==> src/rtl/br_recovery_ctrl_pkg.sv <==
// Purpose: shared types for the branch recovery sequencer and its tag FIFO.
// Latency: none (types and constants only).
// Backpressure: none.
`ifndef STACK_NUM
`define STACK_NUM 4
`endif

package br_recovery_ctrl_pkg;

  localparam int STACK_NUM = `STACK_NUM;

  // One-hot branch tag; a higher bit index means an older branch.
  typedef logic [STACK_NUM-1:0] br_tag_t;

  typedef enum logic [1:0] {
    IDLE    = 2'd0,
    RECOVER = 2'd1,
    SETTLE  = 2'd2
  } brc_state_e;

endpackage

==> src/rtl/br_recovery_ctrl_tag_fifo.sv <==
// Purpose: in-order queue of one-hot tags for correctly predicted branches.
// Latency: a write is visible at the head on the next cycle.
// Backpressure: none; the tags are unique, so DEPTH entries can never overflow.
// Ports: two write ports (port 0 is queued ahead of port 1), a head pop, and
//        a purge mask that drops every entry whose tag overlaps it.
module br_tag_fifo #(
  parameter int DEPTH = 4,
  parameter int W     = 4
) (
  input  logic         clock,
  input  logic         reset,
  input  logic         wr_vld_0,
  input  logic [W-1:0] wr_dat_0,
  input  logic         wr_vld_1,
  input  logic [W-1:0] wr_dat_1,
  input  logic         pop,
  input  logic [W-1:0] purge_mask,
  output logic         head_vld,
  output logic [W-1:0] head_dat
);

  logic [DEPTH-1:0][W-1:0] ent_q, ent_d;
  logic [DEPTH-1:0]        vld_q, vld_d;

  // The next queue image is built by pushing at slot 0, youngest item first.
  // The oldest surviving entry therefore lands in slot 0, and the result is
  // always compacted with no holes left by the pop or the purge.
  always_comb begin
    ent_d = '0;
    vld_d = '0;
    if (wr_vld_1) begin
      ent_d = {ent_d[DEPTH-2:0], wr_dat_1};
      vld_d = {vld_d[DEPTH-2:0], 1'b1};
    end
    if (wr_vld_0) begin
      ent_d = {ent_d[DEPTH-2:0], wr_dat_0};
      vld_d = {vld_d[DEPTH-2:0], 1'b1};
    end
    for (int i = DEPTH-1; i >= 0; i--) begin
      if (vld_q[i] && !(pop && i == 0) && ((ent_q[i] & purge_mask) == '0)) begin
        ent_d = {ent_d[DEPTH-2:0], ent_q[i]};
        vld_d = {vld_d[DEPTH-2:0], 1'b1};
      end
    end
  end

  always_ff @(posedge clock) begin
    if (!reset) begin
      ent_q <= '0;
      vld_q <= '0;
    end else begin
      ent_q <= ent_d;
      vld_q <= vld_d;
    end
  end

  assign head_vld = vld_q[0];
  assign head_dat = ent_q[0];

endmodule

==> src/rtl/br_recovery_ctrl.sv <==
// Purpose: allocates branch tags, and serializes resolutions into snapshot-stack ops, oldest mispredict first.
// Latency: a mispredict gives recovery_request on the next cycle; a correct gives br_correct on the next cycle when idle.
// Backpressure: dispatch_stall holds dispatch while the stack is full, while a recovery is in flight, or while a mispredict is pending.
// Ports: br_dispatch -> snapshot_enable/alloc_tag; res_*_0/1 are the resolutions from execute;
//        recovery_request/br_correct/recovery_mask are the stack ops; squash_mask is the kill broadcast;
//        active_mask mirrors the stack's busy mask.
module br_recovery_ctrl #(
  parameter int STACK_NUM = br_recovery_ctrl_pkg::STACK_NUM
) (
  input  logic                 clock,
  input  logic                 reset,
  input  logic                 br_dispatch,
  input  logic                 res_valid_0,
  input  logic [STACK_NUM-1:0] res_tag_0,
  input  logic                 res_mispredict_0,
  input  logic                 res_valid_1,
  input  logic [STACK_NUM-1:0] res_tag_1,
  input  logic                 res_mispredict_1,
  output logic                 snapshot_enable,
  output logic [STACK_NUM-1:0] alloc_tag,
  output logic                 dispatch_stall,
  output logic                 recovery_request,
  output logic                 br_correct,
  output logic [STACK_NUM-1:0] recovery_mask,
  output logic [STACK_NUM-1:0] squash_mask,
  output logic [STACK_NUM-1:0] active_mask
);

  import br_recovery_ctrl_pkg::*;

  typedef logic [STACK_NUM-1:0] tag_t;

  brc_state_e state_q, state_d;
  tag_t       active_q, active_d;
  tag_t       mis_pend_q, mis_pend_d;
  logic       mis_pend_v_q, mis_pend_v_d;

  tag_t low_oh, alloc_oh, squash_oh, live_mask, cand, head_dat;
  logic full, is_rec, head_vld, acc;
  logic mv0, mv1, cv0, cv1;

  // Allocation: the next tag sits just below the youngest busy tag.
  always_comb begin
    low_oh = '0;
    for (int i = STACK_NUM-1; i >= 0; i--) begin
      if (active_q[i]) begin
        low_oh    = '0;
        low_oh[i] = 1'b1;
      end
    end
    alloc_oh = (active_q == '0) ? {1'b1, {(STACK_NUM-1){1'b0}}} : (low_oh >> 1);
  end

  // Squash covers the mispredicted branch and everything younger.
  always_comb begin
    acc       = 1'b0;
    squash_oh = '0;
    for (int i = STACK_NUM-1; i >= 0; i--) begin
      acc          = acc | mis_pend_q[i];
      squash_oh[i] = acc;
    end
  end

  assign full           = active_q[0];
  assign is_rec         = (state_q == RECOVER);
  assign dispatch_stall = full | (state_q != IDLE) | mis_pend_v_q;
  assign snapshot_enable = br_dispatch & ~dispatch_stall;
  assign alloc_tag      = snapshot_enable ? alloc_oh : '0;

  assign squash_mask = is_rec ? squash_oh : '0;
  // Only tags that are busy and survive this cycle's squash may resolve.
  assign live_mask   = active_q & ~squash_mask;

  assign mv0 = res_valid_0 & res_mispredict_0 & (|(res_tag_0 & live_mask));
  assign mv1 = res_valid_1 & res_mispredict_1 & (|(res_tag_1 & live_mask));

  // Oldest mispredict wins. The pending one competes too, except in RECOVER,
  // where it is being consumed and only strictly older arrivals can replace it.
  always_comb begin
    cand = ((mis_pend_v_q && !is_rec) ? mis_pend_q : '0)
         | (mv0 ? res_tag_0 : '0)
         | (mv1 ? res_tag_1 : '0);
    mis_pend_d = '0;
    for (int i = 0; i < STACK_NUM; i++) begin
      if (cand[i]) begin
        mis_pend_d    = '0;
        mis_pend_d[i] = 1'b1;
      end
    end
    mis_pend_v_d = |cand;
  end

  // One-hot values compare numerically in age order. A correct that is younger
  // than the winning mispredict will be squashed, so it is never queued.
  assign cv0 = res_valid_0 & ~res_mispredict_0 & (|(res_tag_0 & live_mask))
             & ~(mis_pend_v_d & (res_tag_0 < mis_pend_d));
  assign cv1 = res_valid_1 & ~res_mispredict_1 & (|(res_tag_1 & live_mask))
             & ~(mis_pend_v_d & (res_tag_1 < mis_pend_d));

  assign br_correct       = (state_q == IDLE) & ~mis_pend_v_q & head_vld;
  assign recovery_request = is_rec;
  assign recovery_mask    = is_rec ? mis_pend_q : (br_correct ? head_dat : '0);
  assign active_mask      = active_q;

  br_tag_fifo #(
    .DEPTH (STACK_NUM),
    .W     (STACK_NUM)
  ) u_fifo (
    .clock      (clock),
    .reset      (reset),
    .wr_vld_0   (cv0),
    .wr_dat_0   (res_tag_0),
    .wr_vld_1   (cv1),
    .wr_dat_1   (res_tag_1),
    .pop        (br_correct),
    .purge_mask (squash_mask),
    .head_vld   (head_vld),
    .head_dat   (head_dat)
  );

  always_comb begin
    state_d = state_q;
    case (state_q)
      IDLE:    if (mis_pend_v_d) state_d = RECOVER;
      RECOVER: state_d = SETTLE;
      SETTLE:  state_d = IDLE;
      default: state_d = IDLE;
    endcase
  end

  always_comb begin
    active_d = active_q;
    if (snapshot_enable) active_d = active_d | alloc_oh;
    if (br_correct)      active_d = active_d & ~head_dat;
    if (is_rec)          active_d = active_d & ~squash_oh;
  end

  always_ff @(posedge clock) begin
    if (!reset) begin
      state_q <= IDLE;
    end else begin
      state_q <= state_d;
    end
  end

  always_ff @(posedge clock) begin
    if (!reset) begin
      active_q     <= '0;
      mis_pend_q   <= '0;
      mis_pend_v_q <= 1'b0;
    end else begin
      active_q     <= active_d;
      mis_pend_q   <= mis_pend_d;
      mis_pend_v_q <= mis_pend_v_d;
    end
  end

endmodule

==> config.mk <==
export PLATFORM = sky130hd
export DESIGN_NAME = br_recovery_ctrl
export DESIGN_NICKNAME = d
export VERILOG_FILES = /design/src/rtl/br_recovery_ctrl_pkg.sv /design/src/rtl/br_recovery_ctrl_tag_fifo.sv /design/src/rtl/br_recovery_ctrl.sv
export SDC_FILE = /design/constraint.sdc
export NUM_CORES = 1
export LEC_CHECK = 0
export ABC_AREA = 1
export CORE_MARGIN = 2
export CORE_UTILIZATION = 55
export DETAILED_ROUTE_END_ITERATION = 12
export PLACE_DENSITY = 0.82
export SYNTH_ARGS = -nofsm -noshare
export SYNTH_HDL_FRONTEND = slang
export SYNTH_SLANG_ARGS = --single-unit
==> constraint.sdc <==
create_clock -name clock -period 3.6 [get_ports clock]
set_input_delay 0.72 -clock clock [delete_from_list [all_inputs] [get_ports clock]]
set_output_delay 0.72 -clock clock [all_outputs]
set_load 0.01 [all_outputs]
# Word-level counts from Yosys, hierarchy flattened
# Index checks and enable logic that the tools add are counted.
# classes
eq_ne	2
n_reduce_logical	18
n_mux	33
bitwise	41
order_cmp	2
# ops
op	count
two-way mux 4 bit	24
two-way mux 16 bit	5
AND 4 bit	9
zero test 4 bit	5
AND 1 bit	15
inverter 4 bit	3
OR 4 bit	3
OR reduction 4 bit	3
< comparator 4 bit	2
logical AND 1 bit	6
inverter 1 bit	6
OR 1 bit	5
one-hot mux 2 bit (2 select lines)	1
equality test 2 x 1 -> 1 bit, second input constant	1
zero test 1 bit	2
zero test 2 bit	1
two-way mux 1 bit	2
two-way mux 2 bit	1
inequality test 2 bit, second input constant	1
nonzero test 2 bit	1
# word_totals
out_inout_bits	20
ff_bits	31
elab_cells	105

# Logic depth before layout (Yosys ltp)
# depth
depth_word	26
mapped_depth	26
ltp_nobuf	26

# By module
# A second synthesis with hierarchy kept.
# hier_totals
cells_unflattened	453
area_unflattened_um2	2705.1
# modules_own_cells
module	cells_per_inst	n_inst	area_per_inst_um2	seq_area_each_um2
br_tag_fifo	310	1	1722.9	400.4
br_recovery_ctrl	143	1	982.2	220.2

# Worst setup path before layout
# No wires, ideal clock.
# synth_path
kind	input to register
startpoint	input res_tag_1[3]
endpoint	register u_fifo.vld_q[2]
t_arrival_ps	2658
required_time_ps	3487
stages	22
path_buffers	0
path_slack_ps	829
cell_sequence	nand3_1 nand2_1 inv_1 nand3_2 nand3_1 nand3_2 inv_1 nand2_1 ha_1 a21oi_1 a21boi_0 nand2_2 nand2_4 nand2_1 nand2_1 o21ai_1 o21ai_1 nand2_1 nand2_1 nand2_1 nand2_1 nor2_1
# synth_via
elab_chain_cells	19
elab_cells_between_ends	25
# synth_rtl
item	line_no	rtl
from (decl)	br_recovery_ctrl.sv:17	input logic [STACK_NUM-1:0] res_tag_1,
AND 4 bit	br_recovery_ctrl.sv:75, br_recovery_ctrl.sv:97	
OR reduction 4 bit	br_recovery_ctrl.sv:75, br_recovery_ctrl.sv:97	
AND 1 bit	br_recovery_ctrl.sv:75	assign mv1 = res_valid_1 & res_mispredict_1 & (|(res_tag_1 & live_mask));
two-way mux 4 bit	br_recovery_ctrl.sv:82	| (mv1 ? res_tag_1 : '0);
OR 4 bit	br_recovery_ctrl.sv:82	
two-way mux 1 bit	br_recovery_ctrl.sv:85	if (cand[i]) begin
two-way mux 4 bit (3 in series)	br_recovery_ctrl.sv:85	
< comparator 4 bit	br_recovery_ctrl.sv:98	& ~(mis_pend_v_d & (res_tag_1 < mis_pend_d));
AND 1 bit	br_recovery_ctrl.sv:98	
inverter 1 bit	br_recovery_ctrl.sv:98	
AND 1 bit	br_recovery_ctrl.sv:98	
two-way mux 1 bit	br_recovery_ctrl_tag_fifo.sv:31	if (wr_vld_1) begin
two-way mux 4 bit (*)	br_recovery_ctrl_tag_fifo.sv:35	if (wr_vld_0) begin
two-way mux 4 bit (*) (4 in series)	br_recovery_ctrl_tag_fifo.sv:40	if (vld_q[i] && !(pop && i == 0) && ((ent_q[i] & purge_mask) == '0)) begin
to (signal assigned)	br_recovery_ctrl_tag_fifo.sv:53	vld_q <= vld_d;
to (decl)	br_recovery_ctrl_tag_fifo.sv:23	logic [DEPTH-1:0] vld_q, vld_d;
# Mark *: on every way between the ends. The rest lies on a longest branch, timed or not.
# A chain may end at the register's enable or synchronous reset.

# Worst setup path in the final report
# layout_path
startpoint	input res_tag_0[1]
endpoint	register u_fifo.ent_q[6] (netlist name)
# layout_via
elab_chain_cells	20
elab_cells_between_ends	26
# layout_rtl
item	line_no	rtl
from (decl)	br_recovery_ctrl.sv:14	input logic [STACK_NUM-1:0] res_tag_0,
AND 4 bit	br_recovery_ctrl.sv:74, br_recovery_ctrl.sv:95	
OR reduction 4 bit	br_recovery_ctrl.sv:74, br_recovery_ctrl.sv:95	
AND 1 bit	br_recovery_ctrl.sv:74	assign mv0 = res_valid_0 & res_mispredict_0 & (|(res_tag_0 & live_mask));
two-way mux 4 bit	br_recovery_ctrl.sv:81	| (mv0 ? res_tag_0 : '0)
OR 4 bit	br_recovery_ctrl.sv:81	
OR 4 bit	br_recovery_ctrl.sv:82	
two-way mux 1 bit	br_recovery_ctrl.sv:85	
two-way mux 4 bit (3 in series)	br_recovery_ctrl.sv:85	
< comparator 4 bit	br_recovery_ctrl.sv:98	
AND 1 bit	br_recovery_ctrl.sv:98	
inverter 1 bit	br_recovery_ctrl.sv:98	
AND 1 bit	br_recovery_ctrl.sv:98	
two-way mux 4 bit	br_recovery_ctrl_tag_fifo.sv:31	
two-way mux 16 bit (*)	br_recovery_ctrl_tag_fifo.sv:35	
two-way mux 16 bit (*) (4 in series)	br_recovery_ctrl_tag_fifo.sv:40	
to (signal assigned)	br_recovery_ctrl_tag_fifo.sv:52	ent_q <= ent_d;
to (decl)	br_recovery_ctrl_tag_fifo.sv:22	logic [DEPTH-1:0][W-1:0] ent_q, ent_d;
# Marked as above.

==> metrics.txt <==
number of warnings reported in the yosys synthesis log 0; clock buffers created by TritonCTS 5; via-per-instance ratio 5.58; mux contribution to synthesized area 0; Hold Path Class flip-flop to flip-flop; I/O pin total 35; total of fill cells in the finished design 399; number of violations of the max-capacitance limit 0; cell repeated most along the worst path sky130_fd_sc_hd__nand3_1; post-route cell area 2960 um2; final net count 466; setup repair after global routing missed its margin no; area added between synthesis and finish 22.6%; kind of launch point of the worst setup path primary input; number of iterations in the first detailed-routing pass 5; worst clock skew on the final layout 0.00476 ns; wire length after detailed routing 7020 um; Clock Root Buffer sky130_fd_sc_hd__clkbuf_8; routed len/inst 14.1 um; initial DRC count 233; count of final setup violators 0; sequential cell area fraction in the yosys report 0.258; status finished, final reports clean; Hold Violations, Final 0; delay of the slowest cell on the worst path 0.49 ns; final total negative setup slack 0 ns; dpl hpwl 5440 um; combinational family with the most area after synthesis simple AND/OR/NAND/NOR gates; ratio of cells with drive above 1 in the final layout 0.0987; Static Leakage 1.46 nW; cell family with the largest share of critical-path delay simple AND/OR/NAND/NOR gates; most common library cell in the layout ignoring fill and taps sky130_fd_sc_hd__nand2_1; Mapped Area 2410 um2; die width 70.2 um; quantity of gates resized following cts 0; Std-Cell Rows 24; share of the synthesized area in compound gates (AO/OA/AOI/OAI) 0.0909; highest attainable clock frequency 302 MHz; XOR/XNOR share of the synthesized area 0; crit path max-delay cell type sky130_fd_sc_hd__clkdlybuf4s50_1; maximum clock path buffer count 2; minimum clock period 3.31 ns; clock insertion delay at the later pin of the skew report 0.29 ns; vias in the first global route 2,435; Clock transition at path regs 0.07 ns; setup fix buffers added after clock tree synthesis 0; type of the worst setup path primary input to flip-flop; mean instance size in the synthesized netlist 5.96 um2; actual slew at the worst max-slew pin 0.596 ns; required time of the critical path 3.83 ns; placer's final routability congestion estimate 1.01; Antenna Diode Count 0; global-route wire length before repair 11,800 um; share of Yosys cell area claimed by the top area cell type 0.258; most area-hungry cell type in the Yosys netlist sky130_fd_sc_hd__dfxtp_1; biggest area contributors in the synthesized netlist sky130_fd_sc_hd__dfxtp_1 26%, sky130_fd_sc_hd__nand3_1 18%, sky130_fd_sc_hd__nand2_1 17%, sky130_fd_sc_hd__nor2_1 7.6%, sky130_fd_sc_hd__inv_1 6.9%; post-synthesis adder-cell area fraction 0.0312; worst ir drop on vdd 0.163 mV; commonest non-fill, non-tap cells in the layout 108 x sky130_fd_sc_hd__nand2_1, 87 x sky130_fd_sc_hd__nand3_1, 49 x sky130_fd_sc_hd__nor2_1, 44 x sky130_fd_sc_hd__inv_1, 34 x sky130_fd_sc_hd__clkdlybuf4s50_1; setup slack at placement 0.0150 ns; number of input and output port buffers inserted 34; synthesized-area fraction occupied by and/or/nand/nor cells 0.523; final hold slack 0.559 ns; remaining global-route overflow 0; largest net degree at the start of global routing 22; Worst Slack Setup Final 0.286 ns; CORE AREA 4290 um2; Clock H-tree levels 2; number of synthesized register bits 31; number of distinct library cells after synthesis 37; die outline height 70.2 um; die area 4930 um2; CTS sink cnt 31; Buf/Inv on CP 2; worst-path cell chain clkdlybuf4s50_1 -> nand3_1 -> nand3_2 -> nand3_1 -> nand3_2 -> inv_1 -> nand2_1 -> ha_1 -> a21oi_1 -> a21boi_0 -> nand2_2 -> nand2_4 -> nand3_1 -> nand3_1 -> nand3_1 -> nand3_1 -> nand2_1 -> nand2_1 -> nand2_1 -> nor2_1; residual DRC count 0; Period Utilization, post-route 0.921; antenna violations before repair 0; critical path fanouts, max 8; standard cell area after detailed placement 2840 um2; post-synthesis cell count 404; arrival time reported for the critical path endpoint 3.54 ns; Rel. slew slack 0.602; vias 2,779; number of nets with antenna violations after detailed routing 0; Syn Nets 425; initial core utilization 0.561; count of hold buffers inserted by post-cts repair 0; critical path capture point type flip-flop; pwr/cell area 340 nW/um2; number of max-slew violations in the final report 0; CTS tree built; global-route usage over all layers 0.297
==> worst paths after layout <==
kind	from	to	depth (start not counted)	slack [ns]
worst max-delay path	res_tag_0[1]	u_fifo.ent_q[6]	20	0.29
worst min-delay path	state_q[0]	state_q[0]	3	0.56
worst max register to register	state_q[1]	u_fifo.ent_q[6]	23	0.40
worst min register to register	state_q[0]	state_q[0]	3	0.56
==> worst reg2reg max path, stage by stage, from the launching register on <==
cell and delay (ns):
sky130_fd_sc_hd__dfxtp_1 0.37, sky130_fd_sc_hd__inv_1 0.07, sky130_fd_sc_hd__nand3_1 0.23, sky130_fd_sc_hd__nand3_1 0.19, sky130_fd_sc_hd__nand2_1 0.06, sky130_fd_sc_hd__inv_1 0.06
sky130_fd_sc_hd__nand3_2 0.10, sky130_fd_sc_hd__nand3_1 0.11, sky130_fd_sc_hd__nand3_2 0.12, sky130_fd_sc_hd__inv_1 0.12, sky130_fd_sc_hd__nand2_1 0.11, sky130_fd_sc_hd__ha_1 0.19
sky130_fd_sc_hd__a21oi_1 0.13, sky130_fd_sc_hd__a21boi_0 0.24, sky130_fd_sc_hd__nand2_2 0.14, sky130_fd_sc_hd__nand2_4 0.13, sky130_fd_sc_hd__nand3_1 0.11, sky130_fd_sc_hd__nand3_1 0.11
sky130_fd_sc_hd__nand3_1 0.11, sky130_fd_sc_hd__nand3_1 0.12, sky130_fd_sc_hd__nand2_1 0.10, sky130_fd_sc_hd__nand2_1 0.07, sky130_fd_sc_hd__nand2_1 0.06, sky130_fd_sc_hd__nor2_1 0.09
==> logic make-up (layout without fill, tap and decap cells) <==
logic type / Yosys count / in the layout
adders and majority gates: 6 / 6
AOI/OAI and AO/OA: 36 / 36
buffers and inverters: 58 / 100
DFF: 31 / 31
and+or+nand+nor: 273 / 273
==> routing by layer <==
| layer | up-vias | share of wire | GRT usage |
|---|---|---|---|
| li1 | 1400 | - | - |
| met3 | 17 | 0.10 | 0.0577 |
| met2 | 140 | 0.44 | 0.467 |
| met4 | 0 | 0.017 | 0.0641 |
| met1 | 1222 | 0.44 | 0.425 |
| met5 | - | 0 | 0 |
==> final cells by class <==
class                           instances  area, um2  area share
Sequential cell                        31        621       0.210
Timing Repair Buffer                   44        415       0.141
Multi-Input combinational cell        315       1550       0.526
Clock inverter                          2       35.0      0.0119
Inverter                               48        183      0.0618
Tap cell                               52       65.1      0.0220
Clock buffer                            6       82.6      0.0279
==> registers in the layout, indices dropped and copies added, names as in the netlist <==
register         flops
u_fifo.head_dat      4
mis_pend_q           4
active_mask          4
mis_pend_v_q         1
state_q              2
u_fifo.vld_q         4
u_fifo.ent_q        12
==> per-stage QoR <==
stage / utilization / total power [mW] / std cells
2_1_floorplan: - / 0.534 / 404
3_3_place_gp: 0.661 / 0.638 / 490
3_5_place_dp: 0.661 / 0.640 / 490
4_1_cts: 0.688 / 1.00 / 498
5_1_grt: 0.688 / 1.05 / 498
6_report: 0.688 / 1.01 / 498
==> power by group <==
part,internal (mW),switching (mW),total (mW)
Combinational,0.110,0.147,0.256
Sequential,0.360,0.0195,0.380
Clock,0.224,0.146,0.370
Total,0.694,0.312,1.01
==> Yosys cell counts (all sizes together) <==
| master | count |
|---|---|
| a21boi | 1 |
| a21oi | 13 |
| a221oi | 2 |
| a22o | 1 |
| and2 | 1 |
| and3b | 1 |
| buf | 5 |
| clkbuf | 5 |
| clkinv | 2 |
| dfxtp | 31 |
| ha | 6 |
| inv | 46 |
| nand2 | 114 |
| nand3 | 91 |
| nor2 | 54 |
| nor3 | 4 |
| nor3b | 1 |
| nor4 | 1 |
| o2111a | 1 |
| o21ai | 18 |
| or2 | 6 |
Power figures use the tool's default switching activity.
==> RTL change 1, RTL diff (config.mk and constraints unchanged) <==
The macro `STACK_NUM` goes from 4 to 3.
--- a/src/rtl/br_recovery_ctrl_pkg.sv
+++ b/src/rtl/br_recovery_ctrl_pkg.sv
@@ -3,5 +3,5 @@
 // Backpressure: none.
 `ifndef STACK_NUM
-`define STACK_NUM 4
+`define STACK_NUM 3
 `endif
 
Ports: changed (6 resized); port bits go from 35 to 29. The function was not compared with the original's and may differ.
==> RTL change 1 against the unedited design <==
Via count fell by 40%. Final area is 37% lower. Critical endpoint is now u_fifo.vld_q[2]. Sequential cell count decreased by 10. Power is 49% lower. Synthesized cell count fell by 40%. Maximum frequency is 9.6% higher. Routed wire length fell by 44%. First-iteration DRC count decreased by 72%. Setup slack better by 0.29 ns. Worst hold slack lost 0.058 ns. Final cell count decreased by 39%. Largest cell class unchanged. Clock power down 69%. Sequential power is 34% lower. Synthesized area decreased by 37%. Critical path type unchanged.
==> RTL change 1: results (changes against the unedited design) <==
======================================================================================
Count of unique library cells instantiated by Yosys                                 29   -22%
Top post-synthesis cells by count                                         50 x sky130_fd_sc_hd__nand2_1, 48 x sky130_fd_sc_hd__nand3_1, 37 x sky130_fd_sc_hd__inv_1
H-Tree Depth                                                                         1   -1
Via count of the routed design                                                    1654   -40%
WP data arrival                                                                3.24 ns   -0.30 ns
Worst IR drop on VDD                                                          0.284 mV   +74%
Post-DP Area                                                                  1840 µm²   -35%
Fin cells                                                                          305   -39%
Net count reported at finish                                                       292   -37%
Global-route wire length before repair                                         6.81 mm   -42%
Clock slew at reported path FFs                                                0.11 ns   +0.04 ns
Clock buffers created by TritonCTS                                                   3   -2
Status                                                                    complete, no violations
Max_slew headroom                                                                0.549   -0.0530
Synth Area per Inst                                                           6.25 µm²   +4.7%
Proportion of layout cells with a drive suffix above 1                          0.0803   -0.0184
Detailed Route Iter0 Violations                                                     66   -72%
Number of flip-flops under the largest register name                                 6   -6
Sequential area share after synthesis                                            0.277   +0.0195
Placed wire-length estimate                                                    3.20 mm   -41%
PortBufs                                                                            28   -18%
Leakage power of the design                                                   0.909 nW   -38%
Weighted congestion reported at the end of routability-driven placement          0.856   -15%
Post-Place Worst Slack                                                        0.265 ns   +0.250 ns
Final Routed Wirelength                                                        3.95 mm   -44%
Crit-path max cell delay                                                       0.55 ns   +0.06 ns
Count of placed standard cells including taps                                      301   -39%
Max Fclk                                                                       331 MHz   +9.6%
======================================================================================
RTL change 1: cell types whose count changed after synthesis, sizes merged, moves of 3 or more:
| cell | before | now |
|---|---|---|
| a21oi | 13 | 16 |
| buf | 5 | 0 |
| dfxtp | 31 | 21 |
| inv | 46 | 37 |
| nand2 | 114 | 55 |
| nand3 | 91 | 52 |
| nor2 | 54 | 31 |
| o21ai | 18 | 7 |
| or2 | 6 | 2 |
RTL change 1: final timing paths:
check	from	to	cells after the start
setup / recovery	res_tag_0[2]	u_fifo.vld_q[2]	15
hold / removal	u_fifo.head_dat[0]	active_mask[0]	1
setup reg to reg	state_q[0]	u_fifo.vld_q[2]	18
hold reg to reg	u_fifo.head_dat[0]	active_mask[0]	1
RTL change 1: area by class of cell:
cell class / instances / area [µm²]
clock buffers: 4 / 26.3
repair buffers: 31 / 303
multi-input cells: 181 / 943
inverters: 37 / 139
well taps: 31 / 38.8
fillers: 249 / 816
flip-flops and latches: 21 / 420
RTL change 1: report_power, final:
group          internal (mW)  total (mW)  leakage [nW]  switching (mW)
Sequential             0.242       0.252         0.170         0.00966
Clock                 0.0433       0.114        0.0150          0.0707
Combinational         0.0664       0.146         0.724          0.0801
Total                  0.352       0.512         0.909           0.160
RTL change 1: layer usage:
metal,track usage,wire length [µm]
met1,0.366,1870
met2,0.442,1930
met3,0.0507,131
met4,0.0476,21
met5,0,0
RTL change 1: logic make-up after synthesis:
family / synth area share
buffers and inverters: 0.101
AO/OA/AOI/OAI: 0.120
flip-flops: 0.277
adder cells (fa/ha/maj): 0.0330
AND/OR/NAND/NOR: 0.469
==> RTL change 2, RTL diff (same flow settings) <==
Without the edit above. Re-encode `brc_state_e` (3 states) as one-hot, 3 bits wide.
--- a/src/rtl/br_recovery_ctrl_pkg.sv
+++ b/src/rtl/br_recovery_ctrl_pkg.sv
@@ -13,8 +13,8 @@
   typedef logic [STACK_NUM-1:0] br_tag_t;
 
-  typedef enum logic [1:0] {
-    IDLE    = 2'd0,
-    RECOVER = 2'd1,
-    SETTLE  = 2'd2
+  typedef enum logic [2:0] {
+    IDLE    = 3'b001,
+    RECOVER = 3'b010,
+    SETTLE  = 3'b100
   } brc_state_e;
 
Check against the original RTL: same outputs for any inputs over 10 cycles, from zero or initial values and one cycle with reset low; not proved beyond that.
==> RTL change 2 against the unedited design <==
Setup slack improved by 0.028 ns. Routed wire length grew 4.9%. Die area is 4.8% higher. Power shrank 5.1%. Count of clock-buffer cells in the layout grew 2. Synthesized area increased by 5.0%. Critical endpoint is now u_fifo.vld_q[2]. Synthesized cell count increased by 4.7%. Sequential cell count rose by 1. Non-clock buffer count increased by 8. Maximum frequency rose by 0.85%. Final area is 5.3% higher.
==> RTL change 2: results (changes against the unedited design) <==
======================================================================================
Proportion of layout cells with a drive suffix above 1                           0.133   +0.0348
Worst hold path endpoint                                                  active_mask[0]
Status                                                                    complete, no violations
Synth Area per Inst                                                           5.98 µm²   +0.32%
Worst flop-to-flop path endpoint                                          u_fifo.vld_q[2]
Slowest stage cell on the critical path                                   sky130_fd_sc_hd__clkdlybuf4s50_1
Final Routed Wirelength                                                        7.36 mm   +4.9%
Clock slew at reported path FFs                                                0.06 ns
Placed wire-length estimate                                                    5.65 mm   +3.7%
Maximum fanout encountered on the critical timing path                               6   -2
Overall routing resource usage                                                   0.310   +0.0124
Floorplan Core Area                                                           4380 µm²   +2.1%
Count of placed standard cells including taps                                      516   +5.3%
Post-synth net total                                                               444   +4.5%
WHS                                                                           0.455 ns   -0.104 ns
Sequential area share after synthesis                                            0.253   -0.00444
Global-route wire length before repair                                         12.5 mm   +6.5%
Vias in the first global route                                                    2733   +12%
Top post-synthesis cells by count                                         121 x sky130_fd_sc_hd__nand2_1, 71 x sky130_fd_sc_hd__nand3_1, 52 x sky130_fd_sc_hd__nor2_1
Via count of the routed design                                                    2884   +3.8%
Post-DP Area                                                                  3020 µm²   +6.3%
Worst IR drop on VDD                                                          0.215 mV   +32%
Power per standard cell area                                                307 nW/µm²   -9.9%
Hold-critical path depth                                                             1   -2
Proportion of synthesized flip-flops having asynchronous set or reset                0   unchanged
Post-Place Worst Slack                                                      0.00203 ns   -0.0130 ns
Proportion of total power due to net switching                                   0.321   +0.0103
Worst Hold Launch                                                         u_fifo.head_dat[0]
WP data arrival                                                                3.47 ns   -0.07 ns
Detailed Route Iter0 Violations                                                    263   +13%
Net count reported at finish                                                       492   +5.6%
Leakage power of the design                                                    1.56 nW   +6.9%
Via/cell ratio                                                                    5.50   -1.4%
Worst slew pin tran                                                           0.584 ns   -0.0112 ns
Comb pwr share                                                                   0.285   +0.030
Weighted congestion reported at the end of routability-driven placement          0.962   -4.9%
Most area-consuming cells after synthesis                                 sky130_fd_sc_hd__dfxtp_1 25%, sky130_fd_sc_hd__nand2_1 18%, sky130_fd_sc_hd__nand3_1 14%
Worst clock skew on the final layout                                        0.00427 ns   -0.000495 ns
Number of flip-flops under the largest register name                                12   unchanged
Number of fill cells                                                               387   -3.0%
R2R setup slack                                                                0.47 ns   +0.07 ns
Maximum number of pins on one net before global-route repair                        21   -4.5%
======================================================================================
[RTL change 2: worst max path at each step]
| stage | startpoint | slack (ns) | cells past startpoint | to |
|---|---|---|---|---|
| 6_report | res_tag_1[3] | 0.31 | 20 | u_fifo.vld_q[2] |
| 5_1_grt | res_tag_0[3] | 0.008 | 22 | u_fifo.ent_q[7] |
| 4_1_cts | res_tag_1[3] | 0.29 | 22 | u_fifo.ent_q[11] |
| 2_1_floorplan | res_tag_0[3] | 0.90 | 21 | u_fifo.ent_q[12] |
| 3_3_place_gp | res_tag_1[2] | -0.04 | 22 | u_fifo.ent_q[6] |
| 3_5_place_dp | res_tag_0[3] | 0.002 | 22 | u_fifo.ent_q[11] |
[RTL change 2: routing by layer]
metal | global-route usage | part of all wire | up-vias
met5 | 0 | 0 | -
met4 | 0.107 | 0.015 | 0
met3 | 0.0703 | 0.079 | 12
met2 | 0.502 | 0.48 | 107
met1 | 0.406 | 0.43 | 1311
li1 | - | - | 1454
[RTL change 2: area by class of cell]
class                           count  share of cell area
Inverter                           57              0.0695
Sequential cell                    32               0.206
Tap cell                           52              0.0209
Clock buffer                        8              0.0289
Timing Repair Buffer               52               0.153
Multi-Input combinational cell    323               0.522
[RTL change 2: logic make-up (layout without fill, tap and decap cells)]
group | count (synthesis) | count (layout) | share of synthesized area
buf+inv | 68 | 117 | 0.107
fa+ha+maj | 6 | 6 | 0.0297
flops | 32 | 32 | 0.253
simple gates | 280 | 280 | 0.521
compound gates | 37 | 37 | 0.0900
[RTL change 2: critical path, delay by kind of cell]
family,cells,cell delay [ns]
buffers and inverters,4,0.69
adders and majority gates,1,0.30
AOI/OAI and AO/OA,4,0.73
and+or+nand+nor,11,1.02
